## config.mk

```make
export PLATFORM = sky130hd
export DESIGN_NAME = zigzag_block_scheduler
export DESIGN_NICKNAME = d
export VERILOG_FILES = /design/src/rtl/zigzag_block_scheduler_pkg.sv /design/src/rtl/zigzag_block_scheduler_round_robin_arbiter.sv /design/src/rtl/zigzag_block_scheduler.sv
export SDC_FILE = /design/constraint.sdc
export NUM_CORES = 1
export LEC_CHECK = 0
export ABC_AREA = 1
export CAP_MARGIN = 40
export CORE_MARGIN = 2
export CORE_UTILIZATION = 60
export CTS_CLUSTER_SIZE = 25
export DETAILED_ROUTE_END_ITERATION = 7
export DONT_BUFFER_PORTS = 1
export GPL_TIMING_DRIVEN = 0
export PLACE_DENSITY_LB_ADDON = 0.08
export SKIP_LAST_GASP = 1
export SYNTH_ARGS = -nofsm -noshare
export SYNTH_HDL_FRONTEND = slang
export SYNTH_HIERARCHICAL = 1
export SYNTH_SLANG_ARGS = --single-unit
```

## constraint.sdc

```tcl
create_clock -name clk_in -period 5.2 [get_ports clk_in]
set_input_delay 1.04 -clock clk_in [delete_from_list [all_inputs] [get_ports clk_in]]
set_output_delay 1.04 -clock clk_in [all_outputs]
set_load 0.02 [all_outputs]
```

## src/rtl/zigzag_block_scheduler_pkg.sv

```systemverilog
// Shared constants, FSM state type and position helper for the zigzag block scheduler.
package zigzag_block_scheduler_pkg;

   localparam int BLOCK_SIZE = 64;
   localparam int COEF_W     = 12;
   localparam int RUN_W      = 6;
   localparam int POS_W      = 7;
   localparam int COMP_W     = 2;

   typedef enum logic [0:0] {
      IDLE   = 1'b0,
      STREAM = 1'b1
   } state_t;

   // Position after a token: pos + run + 1 (7 bits, never wraps for pos < 64).
   function automatic logic [POS_W-1:0] next_pos(input logic [POS_W-1:0] pos,
                                                 input logic [RUN_W-1:0] run);
      return pos + {1'b0, run} + 7'd1;
   endfunction

endpackage

```

## src/rtl/zigzag_block_scheduler_round_robin_arbiter.sv

```systemverilog
// Round-robin arbiter: picks a requester when a block starts and keeps that
// grant for the whole block; the pointer moves past the winner on block end.
module zigzag_block_scheduler_round_robin_arbiter
   import zigzag_block_scheduler_pkg::*;
#(
   parameter int N_REQ = 3
) (
   input  logic              clk,
   input  logic              rst,
   input  logic [N_REQ-1:0]  req,
   input  logic              load,
   input  logic              advance,
   output logic [N_REQ-1:0]  grant,
   output logic [COMP_W-1:0] grant_idx
);

   logic [COMP_W-1:0] ptr;
   logic              hi_found;
   logic [COMP_W-1:0] hi_idx;
   logic              lo_found;
   logic [COMP_W-1:0] lo_idx;
   logic [COMP_W-1:0] pick_idx;

   // Lowest requester at or above the pointer wins, else lowest requester overall.
   always_comb begin
      hi_found = 1'b0;
      hi_idx   = '0;
      lo_found = 1'b0;
      lo_idx   = '0;
      for (int i = N_REQ - 1; i >= 0; i--) begin
         lo_found = lo_found | req[i];
         lo_idx   = req[i] ? COMP_W'(i) : lo_idx;
         hi_found = hi_found | (req[i] & (COMP_W'(i) >= ptr));
         hi_idx   = (req[i] && (COMP_W'(i) >= ptr)) ? COMP_W'(i) : hi_idx;
      end
      pick_idx = hi_found ? hi_idx : lo_idx;
   end

   // Grant capture at block start and pointer rotation at block end.
   always_ff @(posedge clk) begin
      if (rst) begin
         grant     <= '0;
         grant_idx <= '0;
         ptr       <= '0;
      end else begin
         if (load && lo_found) begin
            grant     <= {{(N_REQ-1){1'b0}}, 1'b1} << pick_idx;
            grant_idx <= pick_idx;
         end
         if (advance) begin
            ptr <= (grant_idx == COMP_W'(N_REQ - 1)) ? '0 : grant_idx + COMP_W'(1);
         end
      end
   end

endmodule

```

## src/rtl/zigzag_block_scheduler.sv

```systemverilog
// Zigzag block scheduler: grants one coefficient stream per block, tracks the
// zigzag position, converts end-of-block markers and paces block endings.
module zigzag_block_scheduler
   import zigzag_block_scheduler_pkg::*;
#(
   parameter int N_REQ     = 3,
   parameter int BLOCK_GAP = 12
) (
   input  logic                      clk_in,
   input  logic                      rst_in,
   input  logic [N_REQ-1:0]          req_valid_in,
   output logic [N_REQ-1:0]          req_ready_out,
   input  logic [N_REQ*RUN_W-1:0]    req_run_in,
   input  logic [N_REQ*COEF_W-1:0]   req_value_in,
   input  logic [N_REQ-1:0]          req_eob_in,
   output logic [RUN_W-1:0]          run_out,
   output logic [COEF_W-1:0]         value_out,
   output logic                      valid_out,
   output logic                      block_start_out,
   output logic [COMP_W-1:0]         block_comp_out,
   output logic                      err_out
);

   localparam int GAP_W = (BLOCK_GAP > 1) ? $clog2(BLOCK_GAP) : 1;

   state_t            state;
   state_t            state_nxt;
   logic [POS_W-1:0]  pos;
   logic [GAP_W-1:0]  gap;
   logic [N_REQ-1:0]  grant;
   logic [COMP_W-1:0] grant_idx;

   logic              sel_valid;
   logic              sel_eob;
   logic [RUN_W-1:0]  sel_run;
   logic [COEF_W-1:0] sel_value;
   logic [POS_W-1:0]  pos_next;
   logic              ends;
   logic              overrun;
   logic              load;
   logic              ready_ok;
   logic              xfer;
   logic              block_end;

   zigzag_block_scheduler_round_robin_arbiter #(
      .N_REQ (N_REQ)
   ) u_arb (
      .clk       (clk_in),
      .rst       (rst_in),
      .req       (req_valid_in),
      .load      (load),
      .advance   (block_end),
      .grant     (grant),
      .grant_idx (grant_idx)
   );

   // Select the granted requester's token with a one-hot AND-OR mux.
   always_comb begin
      sel_valid = 1'b0;
      sel_eob   = 1'b0;
      sel_run   = '0;
      sel_value = '0;
      for (int i = 0; i < N_REQ; i++) begin
         sel_valid = sel_valid | (req_valid_in[i] & grant[i]);
         sel_eob   = sel_eob | (req_eob_in[i] & grant[i]);
         sel_run   = sel_run | (req_run_in[i*RUN_W +: RUN_W] & {RUN_W{grant[i]}});
         sel_value = sel_value | (req_value_in[i*COEF_W +: COEF_W] & {COEF_W{grant[i]}});
      end
   end

   assign pos_next = next_pos(pos, sel_run);
   assign ends     = sel_eob | (pos_next >= POS_W'(BLOCK_SIZE));
   assign overrun  = ~sel_eob & (pos_next > POS_W'(BLOCK_SIZE));

   // Next state, grant load and ready gating; block-ending tokens wait for the gap counter.
   always_comb begin
      state_nxt = state;
      load      = 1'b0;
      ready_ok  = 1'b0;
      case (state)
         IDLE: begin
            if (|req_valid_in) begin
               state_nxt = STREAM;
               load      = 1'b1;
            end else begin
               state_nxt = IDLE;
            end
         end
         STREAM: begin
            ready_ok = ~(ends & (gap != '0));
            if (sel_valid && ready_ok && ends) begin
               state_nxt = IDLE;
            end else begin
               state_nxt = STREAM;
            end
         end
         default: begin
            state_nxt = IDLE;
         end
      endcase
   end

   assign xfer          = sel_valid & ready_ok;
   assign block_end     = xfer & ends;
   assign req_ready_out = grant & {N_REQ{ready_ok}};

   // State register.
   always_ff @(posedge clk_in) begin
      if (rst_in) begin
         state <= IDLE;
      end else begin
         state <= state_nxt;
      end
   end

   // Position, gap counter, sticky overrun flag and the registered output token.
   always_ff @(posedge clk_in) begin
      if (rst_in) begin
         pos             <= '0;
         gap             <= '0;
         err_out         <= 1'b0;
         valid_out       <= 1'b0;
         run_out         <= '0;
         value_out       <= '0;
         block_start_out <= 1'b0;
         block_comp_out  <= '0;
      end else begin
         valid_out <= xfer;
         if (xfer) begin
            run_out         <= sel_eob ? (RUN_W'(BLOCK_SIZE - 1) - pos[RUN_W-1:0]) : sel_run;
            value_out       <= sel_eob ? '0 : sel_value;
            block_start_out <= (pos == '0);
            block_comp_out  <= grant_idx;
            pos             <= ends ? '0 : pos_next;
         end else begin
            run_out         <= '0;
            value_out       <= '0;
            block_start_out <= 1'b0;
            block_comp_out  <= '0;
         end
         if (block_end) begin
            gap <= GAP_W'(BLOCK_GAP - 1);
         end else if (gap != '0) begin
            gap <= gap - GAP_W'(1);
         end
         if (xfer && overrun) begin
            err_out <= 1'b1;
         end
      end
   end

endmodule
```

# [After elaboration in Yosys (flattened, before gate mapping)]
# Index checks and enable logic that the tools add are counted.
[totals] output_inout_bits=26 latch_bits=0 ram_bits=0 mem_bits_ro=0 inputBits=62 register_bits=42 elab_cells=93 memories=0
[op_classes] eq_ne=1 n_shift=1 addsub=5 n_mul=0 n_mux=17 reduce_logical=14 n_bitwise=37 div_mod_pow=0 magnitude_cmp=5
[ops] operator="12-bit AND" count=3
[ops] operator="12-bit OR" count=2
[ops] operator="6-bit AND" count=3
[ops] operator="2-bit 2-to-1 mux" count=8
[ops] operator="1-bit AND" count=13
[ops] operator="6-bit OR" count=2
[ops] operator="1-bit OR" count=9
[ops] operator="4-bit 2-to-1 mux" count=2
[ops] operator="7-bit by 1-bit adder with 7-bit output (second input constant)" count=1
[ops] operator="7-bit by 6-bit adder with 7-bit output" count=1
[ops] operator="7-bit >= comparator (second input constant)" count=1
[ops] operator="7-bit greater-than comparator (second input constant)" count=1
[ops] operator="1-bit logical AND" count=7
[ops] operator="7-bit logical NOT" count=1
[ops] operator="7-bit 2-to-1 mux" count=1
[ops] operator="6-bit 2-to-1 mux" count=1
[ops] operator="3-bit OR reduction" count=2
[ops] operator="6-bit subtractor (first input constant)" count=1
[ops] operator="1-bit by 2-bit >= comparator with 1-bit output (first input constant)" count=2
[ops] operator="1-bit 2-to-1 mux" count=4
[ops] operator="1-bit NOT" count=4
[ops] operator="4-bit nonzero test" count=1
[ops] operator="2-bit OR reduction" count=2
[ops] operator="4-bit by 1-bit subtractor with 4-bit output (second input constant)" count=1
[ops] operator="7 further kinds" count=7

# [Longest topological paths before layout]
# Gate-level depths: netlist of run 1.
[logic_depth] depth_word=13 ltp_mapped=18 depth_no_buf=16

# [Hierarchy]
# Netlist of run 1, hierarchy kept.
[modules_own_cells] mod="zigzag_block_scheduler" n_inst=1 area_each_um2=1923.1 cells_each=282 seq_area_each_um2=700.7
[modules_own_cells] mod="zigzag_block_scheduler_round_robin_arbiter" n_inst=1 area_each_um2=347.8 cells_each=50 seq_area_each_um2=140.1

# [Worst setup path after synthesis of run 1]
# Ideal clock, no wire load.
[synth_path] path_type="input to output" startpoint="in req_run_in[6]" endpoint="out req_ready_out[0]" setup_slack_ns=1.439 path_buffers=0 arrival_time_ns=2.721 path_stages=13 t_required_ns=4.160 cell_sequence="a22o_1 nor2_1 ha_1 fa_1 inv_1 nand2_1 nand2_2 nand3_2 nand3_2 nand3_4 nand2_4 nand2_1 nor2_1"
[synth_via] elab_chain_len=11
[synth_rtl] element="start, declared" line_no="zigzag_block_scheduler.sv:13" source="input logic [N_REQ*RUN_W-1:0] req_run_in,"
[synth_rtl] element="6-bit AND" line_no="zigzag_block_scheduler.sv:66" source="sel_run = sel_run | (req_run_in[i*RUN_W +: RUN_W] & {RUN_W{grant[i]}});"
[synth_rtl] element="6-bit OR (2 in series)" line_no="zigzag_block_scheduler.sv:66"
[synth_rtl] element="7-bit by 6-bit adder with 7-bit output" line_no="zigzag_block_scheduler_pkg.sv:18" source="return pos + {1'b0, run} + 7'd1;"
[synth_rtl] element="7-bit by 1-bit adder with 7-bit output" line_no="zigzag_block_scheduler_pkg.sv:18"
[synth_rtl] element="7-bit >= comparator" line_no="zigzag_block_scheduler.sv:72" source="assign ends = sel_eob | (pos_next >= POS_W'(BLOCK_SIZE));"
[synth_rtl] element="1-bit OR" line_no="zigzag_block_scheduler.sv:72"
[synth_rtl] element="1-bit AND" line_no="zigzag_block_scheduler.sv:90" source="ready_ok = ~(ends & (gap != '0));"
[synth_rtl] element="1-bit NOT" line_no="zigzag_block_scheduler.sv:90"
[synth_rtl] element="1-bit 2-to-1 mux" line_no="zigzag_block_scheduler.sv:80" source="case (state)"
[synth_rtl] element="3-bit AND" line_no="zigzag_block_scheduler.sv:105" source="assign req_ready_out = grant & {N_REQ{ready_ok}};"
[synth_rtl] element="end, declared" line_no="zigzag_block_scheduler.sv:12" source="output logic [N_REQ-1:0] req_ready_out,"
# Every way passes these cells.

# [Worst setup path in the final report of run 1]
[layout_path] startpoint="reg u_arb.grant[2]" endpoint="out req_ready_out[1]"
[layout_via] elab_chain_len=10 word_cells_on_any_way=12 classes_between="add/sub: 2; order compare: 1; mux: 1; bitwise: 8"
[layout_rtl] element="start, declared" line_no="zigzag_block_scheduler_round_robin_arbiter.sv:13" source="output logic [N_REQ-1:0] grant,"
[layout_rtl] element="start signal, assigned" line_no="zigzag_block_scheduler_round_robin_arbiter.sv:47" source="grant <= {{(N_REQ-1){1'b0}}, 1'b1} << pick_idx;"
[layout_rtl] element="6-bit AND" line_no="zigzag_block_scheduler.sv:66"
[layout_rtl] element="6-bit OR" line_no="zigzag_block_scheduler.sv:66"
[layout_rtl] element="7-bit by 6-bit adder with 7-bit output" line_no="zigzag_block_scheduler_pkg.sv:18"
[layout_rtl] element="7-bit by 1-bit adder with 7-bit output" line_no="zigzag_block_scheduler_pkg.sv:18"
[layout_rtl] element="7-bit >= comparator" line_no="zigzag_block_scheduler.sv:72"
[layout_rtl] element="1-bit OR (*)" line_no="zigzag_block_scheduler.sv:72"
[layout_rtl] element="1-bit AND (*)" line_no="zigzag_block_scheduler.sv:90"
[layout_rtl] element="1-bit NOT (*)" line_no="zigzag_block_scheduler.sv:90"
[layout_rtl] element="1-bit 2-to-1 mux (*)" line_no="zigzag_block_scheduler.sv:80"
[layout_rtl] element="3-bit AND (*)" line_no="zigzag_block_scheduler.sv:105"
# Every way passes the cells marked *; elsewhere a longest branch is shown, timed or not.

==> results of run 1 <==
-- through the flow --
stage	total power, mW	instances
final	0.780	388
after global routing	0.824	388
after CTS	0.784	388
after detailed placement	0.519	380
after global placement	0.515	380
after floorplan	0.490	332
-- registers in the layout, indices dropped and copies added, names as in the netlist --
name / flops
value_out: 12
pos: 7
run_out: 6
gap: 4
u_arb/grant: 3
block_comp_out: 2
u_arb/grant_idx: 2
u_arb/ptr: 2
block_start_out: 1
err_out: 1
state: 1
valid_out: 1
-- logic make-up after synthesis --
logic type | Yosys count | synth area share (%)
AO/OA/AOI/OAI | 51 | 14.5
flip-flops | 42 | 37.0
AND/OR/NAND/NOR | 183 | 35.6
buffers and inverters | 49 | 8.65
adder cells (fa/ha/maj) | 7 | 4.19
-- cell type report --
class | instances | area share (%)
Multi-Input combinational cell | 241 | 50.4
Sequential cell | 42 | 34.3
Inverter | 40 | 6.13
Clock buffer | 5 | 2.81
Tap cell | 48 | 2.45
Clock inverter | 3 | 1.99
Buffer | 9 | 1.89
-- layer usage --
layer	GRT usage (%)	vias up	wire (um)
met5	0	-	0
met4	5.47	0	17
met3	7.53	2	317
met2	41.7	61	2610
met1	27.6	952	2250
li1	-	1075	-
-- worst paths after layout --
check | slack [ps] | startpoint | endpoint | cells past startpoint
setup / recovery | 1090 | u_arb/grant[2] | req_ready_out[1] | 15
hold / removal | 450 | u_arb/grant_idx[1] | block_comp_out[1] | 2
setup reg to reg | 2360 | u_arb/grant[2] | run_out[1] | 16
hold reg to reg | 450 | u_arb/grant_idx[1] | block_comp_out[1] | 2
-- synth_stat cells (all sizes together) --
library cell	n
inv	39
buf	7
nand3	23
fa	1
dfxtp	42
a21boi	2
clkbuf	2
nand4	3
a21oi	31
nor4	1
nand2	101
nor2	50
ha	6
o21ai	3
a22o	13
nand3b	1
clkinv	1
nor3	3
o21a	1
or2	1
a211oi	1
-- worst max-delay path, stage by stage, from the launching register on --
cell and delay [ps]:
dfxtp_1 390, clkbuf_1 400, nand2_1 90, inv_1 80
nor2_1 50, ha_1 200, fa_1 390, inv_1 110
nand2_1 70, nand2_2 90, nand3_2 70, nand3_2 100
nand3_4 140, nand2_4 130, nand2_1 90, nor2_1 340
-- power by group --
| group | switching [mW] | internal (mW) |
|---|---|---|
| Combinational | 0.104 | 0.0569 |
| Clock | 0.121 | 0.146 |
| Sequential | 0.0129 | 0.338 |
| Total | 0.238 | 0.541 |
==> results.cfg, run 1 <==
[timing]
setup-violations-final = 0
worst-slew-pin-transition_ps = 470
final.setup.worst_slack_ps = 1090
relSlewSlack_pct = 68.6
hold_viol_final = 0
max_freq_ghz = 0.244
fin_skew_ps = 6.41
tns_ps = 0
holdWs_ps = 452
rsz0062_at_grt = no
slew_viol_final = 0
fin_crit_sh_pct = 78.9
period_needed_ps = 4110

[min_path]
hold_class = reg -> reg

[clock_tree]
post-cts-setup-buffers = 0
cts_hold_buf = 0
cts_tree = done
ctsRootBufferMaster = clkbuf_8
cts_resized = 0
cts_htree_levels = 2
clock_latency_ps = 290
clkTransAtPathRegs_ps = 80
clock_sinks = 42
cts_made_buffers = 5
ctsLongestPathBuffers = 2

[final_layout]
post-route-util_pct = 66.9
layout-drive-gt1-share_pct = 9.12
nFillCells = 335
final_nets = 408
final_cell_mix = nand2_1, nor2_1, dfxtp_1, inv_1, a21oi_1
final_common_cell = nand2_1
synthToLayoutAreaGrowth_pct = 7.82
multi_input_area_mm2 = 0.00123
seqCellArea_um2 = 841
design_area_mm2 = 0.00245
diodes = 0

[job]
cap_viol_max_count = 0

[floorplan]
core_mm2 = 0.00366
die-height_um = 65.5
fp.dieW_um = 65.5
initial_utilization_pct = 62.0
num_rows = 22
num_io_pins = 88
die_area_mm2 = 0.00429

[pwr]
peakVddDrop_mv = 0.259
powerDensity_mw_per_mm2 = 318
p_leak_nw = 1.14

[global_routing]
grt_max_degree = 16
grt_pass1_wl_um = 7820
antenna_found_initial = 0
overflow = 0
grt_use_total_pct = 23.6
grt_pass1_vias = 1831

[placed_design]
dp_hpwl_um = 4040
gp_congestion = 0.829
place_ws_ps = 1200
dpl_cell_area_mm2 = 0.00233
io_buffers = 0

[yosys]
ys_seq_elements = 42
synth_top_cells_by_area = dfxtp_1, nand2_1, nor2_1
syn-num-nets = 401
synthCells = 332
synth.top_cell.area_share_pct = 37.0
yosys.area.top_type = dfxtp_1
syn_area_per_cell_um2 = 6.84
synth_area_mm2 = 0.00227
synth_warnings = 6
ys_types = 33
yosysSeqAreaShare_pct = 37.0

[worst_setup_path]
endpoint_kind = output pin
path_max_fanout = 10
crit_required_ps = 4160
critPathLaunchType = register
path_class = reg -> out
arrival_ps = 3070

[route]
wl_um = 5200
routedWlPerCell_um = 13.4
vias = 2090
drcViolationCount = 0
viasPerCell = 5.39
postRouteAntennaNets = 0
first_pass_iters = 4
drt_iter0_markers = 128

[run_status]
status = finished clean
Power figures use the tool's default switching activity.
==> run 2, diff against run 1 <==
==> constraint.sdc (replaced) <==
create_clock -name clk_in -period 4 [get_ports clk_in]
set_input_delay 0.8 -clock clk_in [delete_from_list [all_inputs] [get_ports clk_in]]
set_output_delay 0.8 -clock clk_in [all_outputs]
set_load 0.02 [all_outputs]
==> run 2 against run 1 <==
Net effect:
- clock-buffer cell count did not move
- die area unchanged
- worst setup slack got worse by 820 ps
- critical endpoint unchanged
- sequential cell count is the same
- hold slack worse by 2.7 ps
- core utilization shrank 0.068 points
- via count shrank 0.19%
- clock skew about the same
==> results.cfg, run 2 (synthesis results as in run 1) <==
[run_status]
status = finished clean

[clock_tree]
clock_sinks = 42
clkTransAtPathRegs_ps = 80
post-cts-setup-buffers = 0
cts_htree_levels = 2
cts_made_buffers = 5
cts_hold_buf = 0
clock_latency_ps = 290
cts_resized = 0
ctsRootBufferMaster = clkbuf_8
cts_tree = done
ctsLongestPathBuffers = 2

[worst_setup_path]
cp_num_buf_inv = 2
path_class = reg -> out
crit_required_ps = 3200
endpoint_kind = output pin
critPathLaunchType = register
crit_chain = buf_2 -> a22o_1 -> nor2_1 -> ha_1 -> fa_1 -> inv_1 -> nand2_1 -> nand2_2 -> nand3_2 -> nand3_2 -> nand3_4 -> nand2_4 -> nand2_1 -> nor2_1
slowest_delay_ps = 390
arrival_ps = 2930
reg2reg_from = u_arb/grant[0]
startpoint = u_arb/grant[0]
cp_top_family = simple AND/OR/NAND/NOR gates
path_max_fanout = 10
crit_slowest_cell = dfxtp_1

[pwr]
p_leak_nw = 1.14
peakVddDrop_mv = 0.337
p_total_mw = 1.01
powerDensity_mw_per_mm2 = 414

[route]
drt_iter0_markers = 128
postRouteAntennaNets = 0
wl_um = 5200
drcViolationCount = 0
viasPerCell = 5.39
first_pass_iters = 5
vias = 2086
routedWlPerCell_um = 13.4

[timing]
rsz0062_at_grt = no
worst-slew-pin-transition_ps = 468
holdWs_ps = 449
relSlewSlack_pct = 68.8
period_needed_ps = 3730
tns_ps = 0
hold_viol_final = 0
final.setup.worst_slack_ps = 270
fin_skew_ps = 6.43
fin_crit_sh_pct = 93.2
slew_viol_final = 0
max_freq_ghz = 0.268
setup-violations-final = 0

[floorplan]
core_mm2 = 0.00366
initial_utilization_pct = 62.0
die_area_mm2 = 0.00429
fp.dieW_um = 65.5
num_io_pins = 88
num_rows = 22
die-height_um = 65.5

[placed_design]
dp_hpwl_um = 4040
dp_cells = 380
gp_congestion = 0.829
dpl_cell_area_mm2 = 0.00233
io_buffers = 0
place_ws_ps = 480

[final_layout]
largest_register_ffs = 12
nFillCells = 337
final_common_cell = nand2_1
top_regs = value_out x12, pos x7, run_out x6
final_cell_mix = nand2_1, nor2_1, dfxtp_1, inv_1, a21oi_1
multi_input_area_mm2 = 0.00123
seqCellArea_um2 = 841
design_area_mm2 = 0.00245
post-route-util_pct = 66.8
final_nets = 407
regMostFlops = value_out
diodes = 0
synthToLayoutAreaGrowth_pct = 7.71
layout-drive-gt1-share_pct = 9.44
stdcell_count = 387

[global_routing]
grt_pass1_vias = 1831
overflow = 0
grt_use_total_pct = 23.6
grt_max_degree = 16
grt_pass1_wl_um = 7820
antenna_found_initial = 0

[min_path]
worstHoldStart = u_arb/grant_idx[1]
hold_class = reg -> reg

[job]
cap_viol_max_count = 0
==> run 2: cell count changes in the layout (fill, tap and decap cells not counted) <==
cell	previous run	this run
buf_1	2	1
clkbuf_1	2	1
clkbuf_2	0	1
==> run 2: final timing paths <==
path,endpoint,slack (ps),cells after the start
worst min register to register,block_comp_out[1],450,2
worst max-delay path,req_ready_out[1],270,14
worst min-delay path,block_comp_out[1],450,2
worst max register to register,run_out[1],1300,15
==> run 2: metal layers <==
layer	GRT usage (%)	wire length [um]	part of all wire (%)	up-vias
met4	5.47	17	0.33	0
met2	41.7	2650	51	71
met3	7.53	378	7.3	2
met5	0	0	0	-
met1	27.6	2150	41	938
li1	-	-	-	1075
==> run 2: where the power goes <==
| part | switching, mW | internal [mW] | leakage [nW] |
|---|---|---|---|
| combinational | 0.135 | 0.0740 | 0.748 |
| sequential | 0.0176 | 0.440 | 0.340 |
| clock | 0.157 | 0.190 | 0.0563 |
| total | 0.309 | 0.704 | 1.14 |
==> run 2: layout make-up <==
type	count	share of cell area (%)
plain buffers	8	1.79
clock buffers	5	2.81
clock inverters	3	1.99
inverters	40	6.14
multi-input cells	241	50.4
flip-flops and latches	42	34.4
well taps	48	2.46
==> run 2: worst reg2reg max path, cell delays in order, from the launching register on <==
cell     delay, ps
dfxtp_1        390
buf_2          260
a22o_1         180
nor2_1          50
ha_1           200
fa_1           390
inv_1          110
nand2_1         70
nand2_2        100
nand3_2         70
nand3_2        100
nand3_4        140
nand2_4        140
nand3_2         70
buf_2          200
a21oi_1        150
